--- src/rtl/hawkes_thin.sv ---
// Ogata thinning stage: draws a uniform variate from a Galois LFSR, scales it
// by the dominating bound and accepts/rejects the candidate event, selecting
// the event dimension from the cumulative intensities on accept.
module hawkes_thin #(
   parameter int          W    = 9,
   parameter logic [15:0] SEED = 16'hACE1,
   parameter int          CW   = 16
) (
   input  logic          clk,
   input  logic          rst_n,
   input  logic          start,
   input  logic [W-1:0]  lam1,
   input  logic [W-1:0]  lam2,
   input  logic [W-1:0]  lam3,
   input  logic [W-1:0]  lam4,
   input  logic [W-1:0]  lambda_bar,
   output logic          busy,
   output logic          done,
   output logic          accept,
   output logic [1:0]    k,
   output logic          bound_err,
   output logic [CW-1:0] ev_count
);

   typedef enum logic [2:0] {IDLE, DRAW, SUM, SCALE, DECIDE} state_t;

   state_t          state_q, state_d;
   logic [15:0]     lfsr_q;
   logic [W-1:0]    lam1_q, lam2_q, lam3_q, lam4_q, lb_q;
   logic [7:0]      u_q;
   logic [W+1:0]    c1_q, c2_q, c3_q, tot_q;
   logic [W-1:0]    thr_q;
   logic            accept_q, berr_q, done_q;
   logic [1:0]      k_q;
   logic [CW-1:0]   cnt_q;

   logic [15:0]     lfsr_nxt;
   logic [W+1:0]    c1_w, c2_w, c3_w, c4_w, thr_ext;
   logic [W+7:0]    prod_w;
   logic            acc_w;
   logic [1:0]      k_w;

   // Next-state logic; start is only looked at while idle so it never queues
   always_comb begin
      state_d = state_q;
      case (state_q)
         IDLE:    if (start) state_d = DRAW;
         DRAW:    state_d = SUM;
         SUM:     state_d = SCALE;
         SCALE:   state_d = DECIDE;
         DECIDE:  state_d = IDLE;
         default: state_d = IDLE;
      endcase
   end

   // Datapath arithmetic: LFSR step, cumulative sums, scaled threshold, decision
   always_comb begin
      lfsr_nxt = lfsr_q[0] ? ((lfsr_q >> 1) ^ 16'hB400) : (lfsr_q >> 1);
      c1_w     = {2'b00, lam1_q};
      c2_w     = c1_w + {2'b00, lam2_q};
      c3_w     = c2_w + {2'b00, lam3_q};
      c4_w     = c3_w + {2'b00, lam4_q};
      prod_w   = {{W{1'b0}}, u_q} * {8'b0, lb_q};
      thr_ext  = {2'b00, thr_q};
      acc_w    = thr_ext < tot_q;
      // First cumulative sum strictly above thr; equality falls through
      k_w      = 2'd0;
      if (acc_w) begin
         if      (c1_q > thr_ext) k_w = 2'd0;
         else if (c2_q > thr_ext) k_w = 2'd1;
         else if (c3_q > thr_ext) k_w = 2'd2;
         else                     k_w = 2'd3;
      end
   end

   // State register
   always_ff @(posedge clk or negedge rst_n) begin
      if (!rst_n) state_q <= IDLE;
      else        state_q <= state_d;
   end

   // Per-state datapath registers and held decision outputs
   always_ff @(posedge clk or negedge rst_n) begin
      if (!rst_n) begin
         lfsr_q   <= SEED;
         lam1_q   <= '0;
         lam2_q   <= '0;
         lam3_q   <= '0;
         lam4_q   <= '0;
         lb_q     <= '0;
         u_q      <= '0;
         c1_q     <= '0;
         c2_q     <= '0;
         c3_q     <= '0;
         tot_q    <= '0;
         thr_q    <= '0;
         accept_q <= 1'b0;
         k_q      <= 2'd0;
         berr_q   <= 1'b0;
         cnt_q    <= '0;
         done_q   <= 1'b0;
      end else begin
         done_q <= 1'b0;
         case (state_q)
            IDLE: if (start) begin
               lam1_q <= lam1;
               lam2_q <= lam2;
               lam3_q <= lam3;
               lam4_q <= lam4;
               lb_q   <= lambda_bar;
            end
            DRAW: lfsr_q <= lfsr_nxt;
            SUM: begin
               u_q   <= lfsr_q[7:0];
               c1_q  <= c1_w;
               c2_q  <= c2_w;
               c3_q  <= c3_w;
               tot_q <= c4_w;
            end
            SCALE: thr_q <= prod_w[W+7:8];
            DECIDE: begin
               accept_q <= acc_w;
               k_q      <= k_w;
               berr_q   <= tot_q > {2'b00, lb_q};
               if (acc_w && (cnt_q != '1)) cnt_q <= cnt_q + CW'(1);
               done_q   <= 1'b1;
            end
            default: ;
         endcase
      end
   end

   assign busy      = (state_q != IDLE);
   assign done      = done_q;
   assign accept    = accept_q;
   assign k         = k_q;
   assign bound_err = berr_q;
   assign ev_count  = cnt_q;

endmodule

--- config.mk ---
export PLATFORM = sky130hd
export DESIGN_NAME = hawkes_thin
export DESIGN_NICKNAME = d
export VERILOG_FILES = /design/src/rtl/hawkes_thin.sv
export SDC_FILE = /design/constraint.sdc
export NUM_CORES = 1
export LEC_CHECK = 0
export ABC_CLOCK_PERIOD_IN_PS = 7130
export CAP_MARGIN = 10
export CORE_AREA = 3 3 144 146
export CTS_CLUSTER_SIZE = 12
export DETAILED_ROUTE_END_ITERATION = 12
export DIE_AREA = 0 0 147 149
export PLACE_DENSITY_LB_ADDON = 0.2
export SETUP_SLACK_MARGIN = 0.3
export SKIP_CTS_REPAIR_TIMING = 1
export SLEW_MARGIN = 10
export SYNTH_ARGS = -nofsm -noshare
export SYNTH_HDL_FRONTEND = slang
export SYNTH_SLANG_ARGS = --single-unit
export TNS_END_PERCENT = 1
--- constraint.sdc ---
create_clock -name clk -period 7.13 [get_ports clk]
set_input_delay 1.426 -clock clk [delete_from_list [all_inputs] [get_ports clk]]
set_output_delay 1.426 -clock clk [all_outputs]
set_load 0.02 [all_outputs]
Yosys cells after proc, flatten, opt, wreduce, memory -nomap -nowiden
Cells that the tools add are included.
{"block": "totals", "ff_bits": 144, "word_cells": 48, "in_bits": 48}
{"block": "classes", "n_mux": 8, "n_reduce_logical": 5, "addsub": 4, "multipliers": 1, "n_eq_ne": 6, "n_lt_le_gt_ge": 5, "n_bitwise": 1}
{"operator": "$gt A11 B9 Y1", "n": 3}
{"operator": "$mul A8 B9 Y17", "n": 1}
{"operator": "$add A16 B1 Y16 const B", "n": 1}
{"operator": "$mux W16", "n": 1}
{"operator": "$ne A16 B16 Y1 const B", "n": 1}
{"operator": "$pmux W3 S4", "n": 1}
{"operator": "$add A10 B9 Y11", "n": 1}
{"operator": "$add A11 B9 Y11", "n": 1}
{"operator": "$lt A9 B11 Y1", "n": 1}
{"operator": "$add A9 B9 Y10", "n": 1}
{"operator": "$gt A9 B9 Y1", "n": 1}
{"operator": "$eq A3 B2 Y1 const B", "n": 2}
{"operator": "$mux W2", "n": 3}
{"operator": "$not A3 Y4", "n": 1}
{"operator": "$reduce_and A2 Y1", "n": 2}
{"operator": "$eq A3 B1 Y1 const B", "n": 1}
{"operator": "$eq A3 B3 Y1 const B", "n": 1}
{"operator": "$logic_not A3 Y1", "n": 1}
{"operator": "$mux W3", "n": 1}
{"operator": "$reduce_bool A3 Y1", "n": 1}
{"operator": "$mux W1", "n": 2}
{"operator": "$ne A2 B2 Y1 const B", "n": 1}
{"operator": "$logic_and A1 B1 Y1", "n": 1}

Depth between registers and ports, before layout
{"block": "depth", "word_depth": 5, "mapped_depth": 20, "mapped_depth_nobuf": 20}

Worst setup path after synthesis
Ideal clock, no wire load.
{"block": "synth_path", "kind": "register to register", "start": "reg lb_q[1]", "end": "reg thr_q[7]", "stages_incl_launch_ff": 15, "arrival_ps": 4260, "path_buffers": 0, "period_less_slack_ps": 4394, "slack_ps": 2736, "path_cell_list": "dfrtp_1 and2_1 fa_1 fa_1 fa_1 inv_1 fa_1 inv_1 ha_1 a211o_1 o21ai_1 a21oi_2 a221oi_1 xor2_1 o21ai_0"}
{"block": "synth_via", "elab_chain_len": 1}
{"element": "from (decl)", "line_no": "29", "text": "logic [W-1:0] lam1_q, lam2_q, lam3_q, lam4_q, lb_q;"}
{"element": "from (signal assigned)", "line_no": "110", "text": "lb_q <= lambda_bar;"}
{"element": "$mul A8 B9 Y17", "line_no": "63", "text": "prod_w = {{W{1'b0}}, u_q} * {8'b0, lb_q};"}
{"element": "to (signal assigned)", "line_no": "120", "text": "SCALE: thr_q <= prod_w[W+7:8];"}
{"element": "to (decl)", "line_no": "32", "text": "logic [W-1:0] thr_q;"}
No other way between the ends.
A chain may end at the register's enable or synchronous reset.

Final worst setup path
Ends and elaborated chain as after synthesis.

==> impl_metrics.ini <==
[timing]
rsz0062_at_grt = false
post-route-period-util_pct = 66.6
post-route-min-period_ns = 4.75
setup_viol_count_final = 0
worst_slack_ns = 2.38
finClkSkew_ns = 0.00883
final_hold_viol_count = 0
maxSlewViolCount = 0
worst_pin_slew_ns = 0.973
relSlewSlack_pct = 35.1
fmax_ghz = 0.210
fin_tns_setup_ns = 0

[cells_and_area]
syn2layout_area_growth_pct = 16.0
drive_gt1_share_pct = 14.7
fin_nets = 1173
multiInputGateArea_sq_um = 5750
diodes = 0
regArea_sq_um = 3590
fillerInstances = 1694
final_util_pct = 57.8

[drt]
drt_iter0_drc = 246
ant_nets = 0
drt_first_pass_iters = 4
drc = 0
route.met2.wl_mm = 10.0
via_per_inst = 5.30
dr_wl_met3_um = 416
avgRoutedWirePerCell_um = 16.3
highest-signal-layer = met4
routed_wl_mm = 20.4
wl_met1_mm = 9.51
vias = 6631

[synth]
synth.net_count = 1098
syn_area_sq_um = 9740
yosys.area.top_type = dfrtp_1
avgSynthCellArea_sq_um = 10.8
ys_seq_elements = 143
ys_async_sr_fraction_pct = 100
yosys_warnings = 0
ys_seq_area_share_pct = 36.8
synth_area_leaders = dfrtp_1, ha_1, mux2_2
synthFlopType = dfrtp_1
synth_top_area_share_pct = 34.7
syn_inst = 899
synth.distinct_cells = 57
synth_edf_count = 0

[critical_path]
crit_required_ns = 7.42
cp_max_fo = 9
r2r_setup_slack_ns = 2.38
r2r_end = thr_q[7]$_DFFE_PN0P_
r2r_cells = 14
setup.worst_path.class = register to register
arrival_ns = 5.04
r2r_start = lb_q[1]$_DFFE_PN0P_
cp-end-kind = register
cp-start-kind = register

[worst_hold_path]
hp-start = ev_count[8]$_DFFE_PN0P_
hold_path.class = register to register
worstHoldEndpoint = ev_count[8]$_DFFE_PN0P_
worst_hold_path.num_cells = 1

[floorplanning]
ios = 70
start_util_pct = 49.9
core.rowCount = 51
die_x_um = 147
core_sq_um = 19500
die_area_sq_um = 21900
chipHeight_um = 149

[cts]
clockRootBuffer = clkbuf_16
insertion_delay_ns = 0.43
cts_buffers = 17
path_clk_slew_ns = 0.07
h-tree-depth = 4
cts.sinks = 143
tritoncts = yes
clk_path_buf_depth = 2

[global_route]
grt-ovfl-total = 0
grt_max_degree = 79
antenna_found_initial = 0
grt_pass1_vias = 6840
grt_pass1_wl_mm = 34.6
track_usage_pct = 19.9

[placed_design]
place_ws_ns = 2.39
dp_hpwl_mm = 15.7
port_buffers = 69
globalplace.congestion = 0.878

[job]
drv_cap = 0

[status]
outcome = finished clean
worst max-delay path, cell delays in order (launching register included):
cell and delay, ns:
dfrtp_1 0.45, and2_1 0.21, fa_1 0.51, fa_1 0.52, fa_1 0.55, inv_1 0.05
fa_1 0.53, inv_1 0.04, ha_1 0.33, a211o_1 0.30, o21ai_1 0.34, a21oi_2 0.17
a221oi_1 0.35, xor2_1 0.16, o21ai_0 0.08
logic make-up (layout without fill, tap and decap cells):
logic type      after synthesis  in the layout  share of synthesized area (%)
fa+ha+maj                   151            151                           22.8
simple gates                212            212                           11.4
mux                          86             86                           9.93
compound gates              156            156                           10.7
xor+xnor                     46             46                           4.14
flops                       143            143                           36.8
buf+inv                     105            193                           4.20
flip-flops by register name (all words and copies together) (netlist names):
name / count
u_q: 8
lam4_q: 9
ev_count: 16
lam3_q: 9
accept: 1
bound_err: 1
lam1_q: 9
c2_q: 10
state_q: 3
done: 1
lam2_q: 9
k: 2
tot_q: 11
thr_q: 9
c1_q: 9
lfsr_q: 16
c3_q: 11
lb_q: 9
how the worst max path moves through the flow:
stage                             start                    to  slack (ns)  depth (start not counted)
finish              lb_q[1]$_DFFE_PN0P_  thr_q[7]$_DFFE_PN0P_        2.38                         14
floorplan           lb_q[1]$_DFFE_PN0P_  thr_q[7]$_DFFE_PN0P_        2.74                         14
CTS                  u_q[6]$_DFFE_PN0N_  thr_q[7]$_DFFE_PN0P_        2.39                         14
global route         u_q[6]$_DFFE_PN0N_  thr_q[7]$_DFFE_PN0P_        2.10                         14
global placement    lb_q[1]$_DFFE_PN0P_  thr_q[7]$_DFFE_PN0P_        2.45                         14
detailed placement   u_q[6]$_DFFE_PN0N_  thr_q[7]$_DFFE_PN0P_        2.39                         14
cell usage in the layout, fill, tap and decap left out, types with 7 or more instances in the layout:
master / instances
nand3_1: 13
xnor2_1: 29
mux2_2: 84
dfrtp_1: 135
and2_1: 59
clkdlybuf4s50_1: 68
o21ai_1: 7
a21o_1: 19
xor2_1: 17
inv_1: 88
fa_1: 44
nand2_1: 57
nand4_1: 12
ha_1: 107
nor2b_1: 7
dfstp_2: 8
nor2_1: 26
o21a_1: 16
a21oi_1: 26
o21ai_0: 47
clkbuf_16: 17
Yosys cell counts, drive strengths merged, types with 3 or more instances:
library cell and n:
a31oi 3, o21a 16, dfstp 8, o31ai 6, mux2 85, nand2 60
fa 44, nor3 6, nor4 4, buf 9, and3 6, or3 3
xnor2 29, a211o 5, a211oi 7, nor2b 7, o31a 4, and2 59
nor2 29, o22ai 3, a21o 19, a21oi 27, o21ai 55, clkbuf 8
nand4 12, dfrtp 135, xor2 17, nand2b 5, nand3 14, ha 107
and4 3, inv 88
routing by layer:
layer / up-vias / global-route usage (%)
met2: 74 / 33.8
met3: 32 / 2.89
met1: 3257 / 26.4
met4: 0 / 6.71
li1: 3268 / -
met5: - / 0
cell type report:
cell class / count / area share (%)
multi-input combinational: 651 / 50.9
sequential: 143 / 31.8
timing repair buffer: 73 / 6.39
clock buffer: 18 / 3.89
tap: 265 / 2.94
inverter: 88 / 2.92
clock inverter: 14 / 1.14
metrics by stage:
stage          instance area, sq um  instances  hold slack, ns
2_1_floorplan                  9740        899           0.456
3_3_place_gp                  10700       1220           0.469
3_5_place_dp                  10700       1220           0.478
4_1_cts                       11300       1252           0.492
5_1_grt                       11300       1252           0.519
6_report                      11300       1252           0.488
Power is not shown: default switching activity piles up to over one toggle a cycle in this logic, so the estimate is an artifact.
